`config.mk`:
```
export PLATFORM = sky130hd
export DESIGN_NAME = tap_ctrl_flat
export DESIGN_NICKNAME = d
export VERILOG_FILES = /design/src/rtl/tap_pkg.sv /design/src/rtl/tap_if.sv /design/src/rtl/tap_fsm.sv /design/src/rtl/tap_ctrl.sv /design/src/flat_wrapper.sv
export SDC_FILE = /design/constraint.sdc
export NUM_CORES = 1
export LEC_CHECK = 0
export ABC_AREA = 1
export CORE_UTILIZATION = 44
export CTS_CLUSTER_DIAMETER = 60
export DETAILED_ROUTE_END_ITERATION = 8
export GPL_TIMING_DRIVEN = 0
export PLACE_DENSITY = 0.81
export SYNTH_ARGS = -nofsm -noshare
export SYNTH_HDL_FRONTEND = slang
export SYNTH_SLANG_ARGS = --single-unit
```
`constraint.sdc`:
```
create_clock -name TCK -period 1.7 [get_ports TCK]
set_clock_uncertainty 0.1 [all_clocks]
set_input_delay 0.34 -clock TCK [delete_from_list [all_inputs] [get_ports TCK]]
set_output_delay 0.34 -clock TCK [all_outputs]
set_load 0.01 [all_outputs]
```
`src/rtl/tap_pkg.sv`:
```
// Shared TAP types and constants: state encoding, default opcodes, IR capture pattern.
package tap_pkg;

  localparam int unsigned TAP_IR_W = 4;

  localparam logic [3:0] TAP_IDCODE_OP = 4'b0001;
  localparam logic [3:0] TAP_BYPASS_OP = 4'b1111;

  // Low two bits loaded into the IR shift register in CAP_IR; upper bits are zero.
  localparam logic [1:0] TAP_IR_CAPTURE = 2'b01;

  // Standard 1149.1 state encoding.
  typedef enum logic [3:0] {
    TLR      = 4'hF,
    RTI      = 4'hC,
    SEL_DR   = 4'h7,
    CAP_DR   = 4'h6,
    SHIFT_DR = 4'h2,
    EXIT1_DR = 4'h1,
    PAUSE_DR = 4'h3,
    EXIT2_DR = 4'h0,
    UPD_DR   = 4'h5,
    SEL_IR   = 4'h4,
    CAP_IR   = 4'hE,
    SHIFT_IR = 4'hA,
    EXIT1_IR = 4'h9,
    PAUSE_IR = 4'hB,
    EXIT2_IR = 4'h8,
    UPD_IR   = 4'hD
  } tap_state_t;

endpackage

```
`src/rtl/tap_if.sv`:
```
// TAP pin/strobe bundle between the controller (master) and its user (slave).
interface tap_if
  import tap_pkg::*;
#(
  parameter int unsigned IR_W = TAP_IR_W
);

  logic            TMS;
  logic            TDI;
  logic            idr_tdo;
  logic            byp_tdo;
  logic            TDO;
  logic            tdo_en;
  logic            CaptureDR;
  logic            ShiftDR;
  logic            UpdateDR;
  logic            sel_idr;
  logic            sel_byp;
  logic [IR_W-1:0] ir;
  logic [3:0]      tap_state;

  modport master (
    input  TMS, TDI, idr_tdo, byp_tdo,
    output TDO, tdo_en, CaptureDR, ShiftDR, UpdateDR,
    output sel_idr, sel_byp, ir, tap_state
  );

  modport slave (
    output TMS, TDI, idr_tdo, byp_tdo,
    input  TDO, tdo_en, CaptureDR, ShiftDR, UpdateDR,
    input  sel_idr, sel_byp, ir, tap_state
  );

endinterface

```
`src/rtl/tap_fsm.sv`:
```
// 16-state 1149.1 TAP state machine; one TMS-driven transition per TCK edge.
module tap_fsm
  import tap_pkg::*;
(
  input  logic       tck,
  input  logic       trst,
  input  logic       tms,
  output tap_state_t state_q
);

  tap_state_t state_d;

  // State register; synchronous reset to TLR overrides TMS.
  always_ff @(posedge tck) begin
    if (trst) begin
      state_q <= TLR;
    end else begin
      state_q <= state_d;
    end
  end

  // Next-state decode; unlisted TMS values hold the current state.
  always_comb begin
    state_d = state_q;
    case (state_q)
      TLR:      if (!tms) state_d = RTI;
      RTI:      if (tms)  state_d = SEL_DR;
      SEL_DR:   state_d = tms ? SEL_IR   : CAP_DR;
      CAP_DR:   state_d = tms ? EXIT1_DR : SHIFT_DR;
      SHIFT_DR: if (tms)  state_d = EXIT1_DR;
      EXIT1_DR: state_d = tms ? UPD_DR   : PAUSE_DR;
      PAUSE_DR: if (tms)  state_d = EXIT2_DR;
      EXIT2_DR: state_d = tms ? UPD_DR   : SHIFT_DR;
      UPD_DR:   state_d = tms ? SEL_DR   : RTI;
      SEL_IR:   state_d = tms ? TLR      : CAP_IR;
      CAP_IR:   state_d = tms ? EXIT1_IR : SHIFT_IR;
      SHIFT_IR: if (tms)  state_d = EXIT1_IR;
      EXIT1_IR: state_d = tms ? UPD_IR   : PAUSE_IR;
      PAUSE_IR: if (tms)  state_d = EXIT2_IR;
      EXIT2_IR: state_d = tms ? UPD_IR   : SHIFT_IR;
      UPD_IR:   state_d = tms ? SEL_DR   : RTI;
      default:  state_d = TLR;
    endcase
  end

endmodule

```
`src/rtl/tap_ctrl.sv`:
```
// TAP controller: state machine, instruction register, DR select decode and TDO mux.
module tap_ctrl
  import tap_pkg::*;
#(
  parameter int unsigned    IR_W      = TAP_IR_W,
  parameter logic [IR_W-1:0] IDCODE_OP = IR_W'(TAP_IDCODE_OP),
  parameter logic [IR_W-1:0] BYPASS_OP = IR_W'(TAP_BYPASS_OP)
) (
  input  logic  TCK,
  input  logic  TRST,
  tap_if.master bus
);

  tap_state_t      state_q;
  logic [IR_W-1:0] ir_sr_q, ir_sr_d;
  logic [IR_W-1:0] ir_q, ir_d;
  logic            sel_idr;
  logic            is_bypass_op;

  tap_fsm u_fsm (
    .tck     (TCK),
    .trst    (TRST),
    .tms     (bus.TMS),
    .state_q (state_q)
  );

  // IR shift register: capture fixed pattern, shift LSB-first toward TDO.
  always_comb begin
    ir_sr_d = ir_sr_q;
    case (state_q)
      CAP_IR:   ir_sr_d = IR_W'(TAP_IR_CAPTURE);
      SHIFT_IR: ir_sr_d = {bus.TDI, ir_sr_q[IR_W-1:1]};
      default:  ir_sr_d = ir_sr_q;
    endcase
  end

  // Instruction latch: IDCODE while in TLR, shifted value on the edge leaving UPD_IR.
  always_comb begin
    ir_d = ir_q;
    if (state_q == TLR) begin
      ir_d = IDCODE_OP;
    end else if (state_q == UPD_IR) begin
      ir_d = ir_sr_q;
    end
  end

  // IR registers; reset discards any partial scan.
  always_ff @(posedge TCK) begin
    if (TRST) begin
      ir_sr_q <= '0;
      ir_q    <= IDCODE_OP;
    end else begin
      ir_sr_q <= ir_sr_d;
      ir_q    <= ir_d;
    end
  end

  // Instruction decode: anything other than IDCODE falls back to bypass.
  assign sel_idr      = (ir_q == IDCODE_OP);
  assign is_bypass_op = (ir_q == BYPASS_OP);

  assign bus.sel_idr   = sel_idr;
  assign bus.sel_byp   = is_bypass_op | ~sel_idr;
  assign bus.ir        = ir_q;
  assign bus.tap_state = 4'(state_q);

  // Moore strobes decoded from the current state only.
  assign bus.CaptureDR = (state_q == CAP_DR);
  assign bus.ShiftDR   = (state_q == SHIFT_DR);
  assign bus.UpdateDR  = (state_q == UPD_DR);
  assign bus.tdo_en    = (state_q == SHIFT_DR) || (state_q == SHIFT_IR);

  // TDO mux; driven low outside the shift states.
  always_comb begin
    bus.TDO = 1'b0;
    case (state_q)
      SHIFT_IR: bus.TDO = ir_sr_q[0];
      SHIFT_DR: bus.TDO = sel_idr ? bus.idr_tdo : bus.byp_tdo;
      default:  bus.TDO = 1'b0;
    endcase
  end

endmodule

```
`src/flat_wrapper.sv`:
```
// flat-port wrapper written by rule: the top's interface ports become plain ports
module tap_ctrl_flat import tap_pkg::*;
#(
  parameter int unsigned    IR_W      = TAP_IR_W,
  parameter logic [IR_W-1:0] IDCODE_OP = IR_W'(TAP_IDCODE_OP),
  parameter logic [IR_W-1:0] BYPASS_OP = IR_W'(TAP_BYPASS_OP)
)
  (TCK, TRST, bus_TMS, bus_TDI, bus_idr_tdo, bus_byp_tdo, bus_TDO, bus_tdo_en, bus_CaptureDR, bus_ShiftDR, bus_UpdateDR, bus_sel_idr, bus_sel_byp, bus_ir, bus_tap_state);
  tap_if #(.IR_W(IR_W)) bus_i ();
  input  logic TCK;
  input  logic TRST;
  input wire logic [$bits(bus_i.TMS)-1:0] bus_TMS;
  input wire logic [$bits(bus_i.TDI)-1:0] bus_TDI;
  input wire logic [$bits(bus_i.idr_tdo)-1:0] bus_idr_tdo;
  input wire logic [$bits(bus_i.byp_tdo)-1:0] bus_byp_tdo;
  output wire logic [$bits(bus_i.TDO)-1:0] bus_TDO;
  output wire logic [$bits(bus_i.tdo_en)-1:0] bus_tdo_en;
  output wire logic [$bits(bus_i.CaptureDR)-1:0] bus_CaptureDR;
  output wire logic [$bits(bus_i.ShiftDR)-1:0] bus_ShiftDR;
  output wire logic [$bits(bus_i.UpdateDR)-1:0] bus_UpdateDR;
  output wire logic [$bits(bus_i.sel_idr)-1:0] bus_sel_idr;
  output wire logic [$bits(bus_i.sel_byp)-1:0] bus_sel_byp;
  output wire logic [$bits(bus_i.ir)-1:0] bus_ir;
  output wire logic [$bits(bus_i.tap_state)-1:0] bus_tap_state;
  assign bus_i.TMS = bus_TMS;
  assign bus_i.TDI = bus_TDI;
  assign bus_i.idr_tdo = bus_idr_tdo;
  assign bus_i.byp_tdo = bus_byp_tdo;
  assign bus_TDO = bus_i.TDO;
  assign bus_tdo_en = bus_i.tdo_en;
  assign bus_CaptureDR = bus_i.CaptureDR;
  assign bus_ShiftDR = bus_i.ShiftDR;
  assign bus_UpdateDR = bus_i.UpdateDR;
  assign bus_sel_idr = bus_i.sel_idr;
  assign bus_sel_byp = bus_i.sel_byp;
  assign bus_ir = bus_i.ir;
  assign bus_tap_state = bus_i.tap_state;
  tap_ctrl #(.IR_W(IR_W), .IDCODE_OP(IDCODE_OP), .BYPASS_OP(BYPASS_OP)) u_core (.TCK(TCK), .TRST(TRST), .bus(bus_i));
endmodule
```
==> impl_metrics.toml, run 1 <==
[sta]
hold_violations = 0
setup_slack_ps = -27.5
worst_pin_slew_ps = 256
final.period_utilization_pct = 102
rsz0062_at_grt = "yes"
setup_viol = 1
finalMaxSlewViolations = 0
period_needed_ps = 1730
max_freq_ghz = 0.579
max_slew_margin_pct = 82.9

[clocking]
cts_tree = "yes"
cts.sinks = 12
cts_root_buf = "clkbuf_4"
cts_buffer_depth = 2
cts_hold_buffers = 0
clkTransAtPathRegs_ps = 80
htreeDepth = 1
cts_made_buffers = 3
insertion_delay_ps = 270

[synthesis]
ys_ff_latch = 12
syn-cell-area_sq_um = 662
yosysUniqueCellTypes = 16
synth-warning-count = 0
synth_area_per_cell_sq_um = 6.02
synthTopCellsByArea = "dfxtp_1 36%, nand2_1 18%, nor2_1 10%"
syn_nets = 116
synth_edf_count = 0
synthFlopType = "dfxtp_1"
synth_largest_type_area_fraction_pct = 36.3
ys_seq_area_share_pct = 36.3
synthTopCellsByCount = "32 x nand2_1, 18 x nor2_1, 17 x inv_1"
yosysMostFrequentCell = "nand2_1"
async_flop_share_pct = 0
syn_inst = 110
synth_area_leader_cell = "dfxtp_1"

[detailed_routing]
viasPerCell = 5.16
routed_wl_um = 1750
route.vias.total = 790
wl_per_cell_um = 11.4
ant_nets = 0
firstDrtPassIters = 4
drtIter0Drc = 50
drc = 0

[floorplanning]
start_util_pct = 49.0
coreArea_sq_um = 1350
chipWidth_um = 40.8
die_area_sq_um = 1660
rows = 13
die_h_um = 40.8
io_pins = 21

[pwr]
p_comb_share_pct = 56.1
p_per_area_nw_per_um2 = 1580
seq_power_share_pct = 29.5
p_int_mw = 0.862
leakage_nw = 0.466
switching_share_pct = 45.0
clkPwrFrac_pct = 14.4
vdd_ir_drop_max_uv = 1130
p_sw_mw = 0.706

[place]
gp_congestion = 0.901
place_inst = 145
place_ws_ps = -389
dpl.hpwl_um = 1210
portBuffers = 20

[layout]
final_cells = 153
seqCellArea_sq_um = 253
drive_gt1_share_pct = 22.5
diodes = 0
areaGrowthSynthToFinish_pct = 50.1
multi_input_area_sq_um = 383
final_nets = 145
num-fill-cells = 107

[setup_path]
cp-start-kind = "flip-flop"
arrival_ps = 1290
r2r-start = "u_core.u_fsm.state_q[2]"
worstSetupPathType = "flip-flop to output port"
slowest_stage = "dfxtp_2"
crit_chain = "buf_8 > inv_6 > nand2_4 > nor2_4 > inv_2 > o22ai_1 > buf_2"
critPathLaunch = "u_core.u_fsm.state_q[2]"
worstSetupEndpointType = "output port"
max_stage_delay_ps = 330
crit_path_max_fanout = 5
cp.required_ps = 1260

[grt]
grt_max_degree = 10
grt_overflow = 0
grt_pass1_vias = 629
grt_usage_pct = 23.1
grt_antenna_before_repair = 0
grt_pass1_wl_um = 2440

[worst_hold_path]
hold_start = "u_core.bus.ir[2]"
hold_class = "flip-flop to flip-flop"

[status]
status = "finished with violations"
violations = "setup timing"

[run]
drv_cap = 0
-- state kept, by name (all words and copies together) (netlist names) --
signal                flops
u_core.bus.ir             4
u_core.u_fsm.state_q      4
u_core.ir_sr_q            4
-- routing by layer --
metal	global-route usage [%]	vias up	part of all wire, %	wire, um
met4	11.7	0	1.7	29
met2	34.8	30	49	861
li1	-	399	-	-
met1	27.7	354	42	734
met3	9.78	7	7.1	125
met5	0	-	0	0
-- worst paths after layout --
check | endpoint | slack [ps] | cells past startpoint
max | bus_TDO | -30 | 7
min | u_core.bus.ir[2] | 380 | 2
max reg2reg | u_core.u_fsm.state_q[0] | 120 | 9
min reg2reg | u_core.bus.ir[2] | 380 | 2
-- power groups by stage --
stage	clock network, mW	logic, mW	registers (mW)
after floorplan	0	0.460	0.433
after global placement	0	0.726	0.424
after detailed placement	0	0.733	0.427
after CTS	0.234	0.758	0.442
after global routing	0.250	0.969	0.473
final	0.225	0.880	0.462
-- worst max-delay path: cells and delay by family (launching register included) --
kind,cells,cell delay (ps)
flip-flops,1,330
AO/OA/AOI/OAI,1,130
buffers and inverters,4,390
AND/OR/NAND/NOR,2,160
-- through the flow --
step / hold WS, ps / power, mW / instance area [sq um] / utilization, % / setup TNS (ps)
after floorplan: 309 / 0.893 / 662 / - / 0
after global placement: 363 / 1.15 / 881 / 65.2 / -575
after detailed placement: 371 / 1.16 / 881 / 65.2 / -624
after CTS: 383 / 1.43 / 943 / 69.9 / -90.9
after global routing: 404 / 1.69 / 993 / 73.6 / -270
final: 385 / 1.57 / 993 / 73.6 / -27.5
-- cell usage in the layout (no fill, tap or decap) --
cell,instances
nand2_1,30
nor2_1,17
inv_1,14
clkdlybuf4s50_1,13
nand3_1,9
a21oi_1,8
dfxtp_1,8
buf_4,4
inv_2,3
clkbuf_4,3
dfxtp_4,3
nand2_4,2
nand2_2,2
nor2_2,2
nand4_1,2
dlygate4sd2_1,2
clkbuf_2,2
clkdlybuf4s15_2,2
buf_8,1
nor3_4,1
inv_6,1
nor2_4,1
o21ai_1,1
o22ai_1,1
o21ai_0,1
nand3_2,1
a211oi_1,1
clkbuf_8,1
buf_2,1
dfxtp_2,1
-- kinds of logic after synthesis --
| group | after synthesis | share of synthesized area [%] |
|---|---|---|
| AOI/OAI and AO/OA | 12 | 9.64 |
| and+or+nand+nor | 67 | 43.1 |
| buffers and inverters | 19 | 11.0 |
| DFF | 12 | 36.3 |
-- area by class of cell --
type                       instances  share of cell area (%)
clock buffer                       4                    3.65
buffer                             1                    1.51
timing repair buffer              24                    21.7
tap                               15                    1.89
sequential                        12                    25.4
inverter                          18                    7.30
multi-input combinational         79                    38.5
-- what timing repair did --
item	CTS	global route
pin swaps	1	1
setup endpoints to repair	10	8
buffers inserted	0	4
resized for setup	29	13
Power figures use the tool's default switching activity.
==> run 2, diff against run 1 <==
--- a/config.mk
+++ b/config.mk
@@ -5,12 +5,14 @@
 export SDC_FILE = /design/constraint.sdc
 export NUM_CORES = 1
 export LEC_CHECK = 0
-export ABC_AREA = 1
-export CORE_UTILIZATION = 44
+export CELL_PAD_IN_SITES_DETAIL_PLACEMENT = 2
+export CELL_PAD_IN_SITES_GLOBAL_PLACEMENT = 2
+export CORE_ASPECT_RATIO = 1.4
+export CORE_UTILIZATION = 24
 export CTS_CLUSTER_DIAMETER = 60
 export DETAILED_ROUTE_END_ITERATION = 8
 export GPL_TIMING_DRIVEN = 0
-export PLACE_DENSITY = 0.81
+export PLACE_DENSITY = 0.79
 export SYNTH_ARGS = -nofsm -noshare
 export SYNTH_HDL_FRONTEND = slang
 export SYNTH_SLANG_ARGS = --single-unit
==> impl_metrics.toml, run 2 <==
[pwr]
seq_power_share_pct = 40.1
vdd_ir_drop_max_uv = 346
clkPwrFrac_pct = 29.9
p_int_mw = 0.550
p_total_mw = 0.798
p_comb_share_pct = 30.0
switching_share_pct = 31.1
leakage_nw = 0.415
p_per_area_nw_per_um2 = 836
p_sw_mw = 0.249

[layout]
diodes = 0
areaGrowthSynthToFinish_pct = 52.0
final_area_sq_um = 955
drive_gt1_share_pct = 34.3
final_cells = 139
num-fill-cells = 286
final_nets = 112
fin_util_pct = 39.1
mostFrequentLayoutCell = "clkdlybuf4s50_1"
final_cell_mix = "11 x clkdlybuf4s50_1, 9 x a21oi_1, 9 x nand2_1"

[floorplanning]
die_area_sq_um = 2830
die_h_um = 62.5
coreArea_sq_um = 2440
start_util_pct = 25.7
chipWidth_um = 45.2
io_pins = 21
rows = 21

[synthesis]
synthFlopType = "dfxtp_1"
yosysUniqueCellTypes = 27
synth_largest_type_area_fraction_pct = 38.2
synth_area_per_cell_sq_um = 8.26
synth-warning-count = 0
ys_ff_latch = 12
syn_inst = 76
synthTopCellsByCount = "12 x dfxtp_1, 9 x a21oi_1, 9 x nand2_1"
synth_area_leader_cell = "dfxtp_1"
syn_nets = 82
syn-cell-area_sq_um = 628
async_flop_share_pct = 0
yosysMostFrequentCell = "dfxtp_1"
synth_edf_count = 0
synthTopCellsByArea = "dfxtp_1 38%, nand3b_1 8.4%, a21oi_1 7.2%"
ys_seq_area_share_pct = 38.2

[clocking]
insertion_delay_ps = 280
cts_made_buffers = 3
cts_tree = "yes"
cts_root_buf = "clkbuf_4"
cts.sinks = 12
cts_hold_buffers = 0
cts_buffer_depth = 2
htreeDepth = 1
clkTransAtPathRegs_ps = 80

[detailed_routing]
routed_wl_um = 2110
firstDrtPassIters = 4
route.vias.total = 679
drtIter0Drc = 21
viasPerCell = 4.88
drc = 0
ant_nets = 0
wl_per_cell_um = 15.2

[grt]
grt_antenna_before_repair = 0
grt_pass1_wl_um = 3450
grt_overflow = 0
grt_max_degree = 11
grt_usage_pct = 16.6
grt_pass1_vias = 708

[sta]
setup_slack_ps = -337
rsz0062_at_grt = "yes"
period_needed_ps = 2040
hold_violations = 0
worst_pin_slew_ps = 490
final.period_utilization_pct = 120
hold_ws_ps = 375
max_slew_margin_pct = 67.4
max_freq_ghz = 0.491
setup_viol = 3
fin_setup_tns_ps = -479
finalMaxSlewViolations = 0

[place]
place_ws_ps = -407
portBuffers = 20
gp_congestion = 0.715
place_inst = 130
place_area_sq_um = 877
dpl.hpwl_um = 1330

[setup_path]
cp.required_ps = 1260
crit_path_max_fanout = 3
cp-start-kind = "flip-flop"
worstSetupEndpointType = "output port"
worstSetupPathType = "flip-flop to output port"
arrival_ps = 1600

[worst_hold_path]
hold_class = "flip-flop to flip-flop"

[status]
status = "finished with violations"
violations = "setup timing"

[run]
drv_cap = 0
run 2: cell count changes after synthesis, moves of 4 or more:
| cell | change |
|---|---|
| inv_1 | -15 |
| nand3_1 | -7 |
| nand3b_1 | +7 |
| nand2_1 | -23 |
| nor2_1 | -13 |
| nor3_1 | +4 |
run 2: path summary, 6_finish.rpt:
path                                         startpoint                       to  slack [ps]  cells past startpoint
worst max-delay path                   u_core.bus.ir[1]                  bus_TDO        -340                      4
worst min register to register        u_core.ir_sr_q[2]        u_core.ir_sr_q[2]         380                      2
worst max register to register  u_core.u_fsm.state_q[2]  u_core.u_fsm.state_q[1]         290                      5
worst min-delay path                  u_core.ir_sr_q[2]        u_core.ir_sr_q[2]         380                      2
run 2: worst max-delay path: stages (launching register included):
cell     delay (ps)
dfxtp_2         350
nor4b_4         310
mux2_4          320
o211a_1         200
buf_2           130
run 2: area by class of cell:
| type | count | area (sq um) | share of cell area, % |
|---|---|---|---|
| repair buffers | 26 | 214 | 22.4 |
| plain buffers | 4 | 18.8 | 1.97 |
| clock buffers | 4 | 36.3 | 3.80 |
| multi-input cells | 57 | 379 | 39.7 |
| flip-flops and latches | 12 | 256 | 26.9 |
| well taps | 34 | 42.5 | 4.46 |
| inverters | 2 | 7.51 | 0.786 |
run 2: power groups by stage:
stage | sequential [mW] | clock [mW] | combinational (mW)
2_1_floorplan | 0.326 | 0 | 0.121
3_3_place_gp | 0.323 | 0 | 0.209
3_5_place_dp | 0.326 | 0 | 0.216
4_1_cts | 0.319 | 0.240 | 0.235
5_1_grt | 0.322 | 0.258 | 0.264
6_report | 0.321 | 0.238 | 0.240
run 2: repair_timing:
action                                 4_1_cts  5_1_grt
pin swaps                                    4        3
setup endpoints to repair                   10        7
endpoints found under the hold margin        0        0
setup buffers                                5        1
resized for setup                           41        6
run 2: logic make-up (layout without fill, tap and decap cells):
| group | after synthesis | after routing | share of synthesized area, % |
|---|---|---|---|
| buffers and inverters | 7 | 36 | 5.38 |
| DFF | 12 | 12 | 38.2 |
| and+or+nand+nor | 41 | 41 | 39.8 |
| AOI/OAI and AO/OA | 15 | 15 | 14.7 |
| muxes | 1 | 1 | 1.79 |
run 2: routing by layer:
layer  global-route usage [%]  share of wire [%]  up-vias
met5                        0                  0        -
met3                     2.02                3.0        4
li1                         -                  -      320
met1                     21.3                 44      339
met2                     26.6                 51       16
met4                     7.95                1.7        0
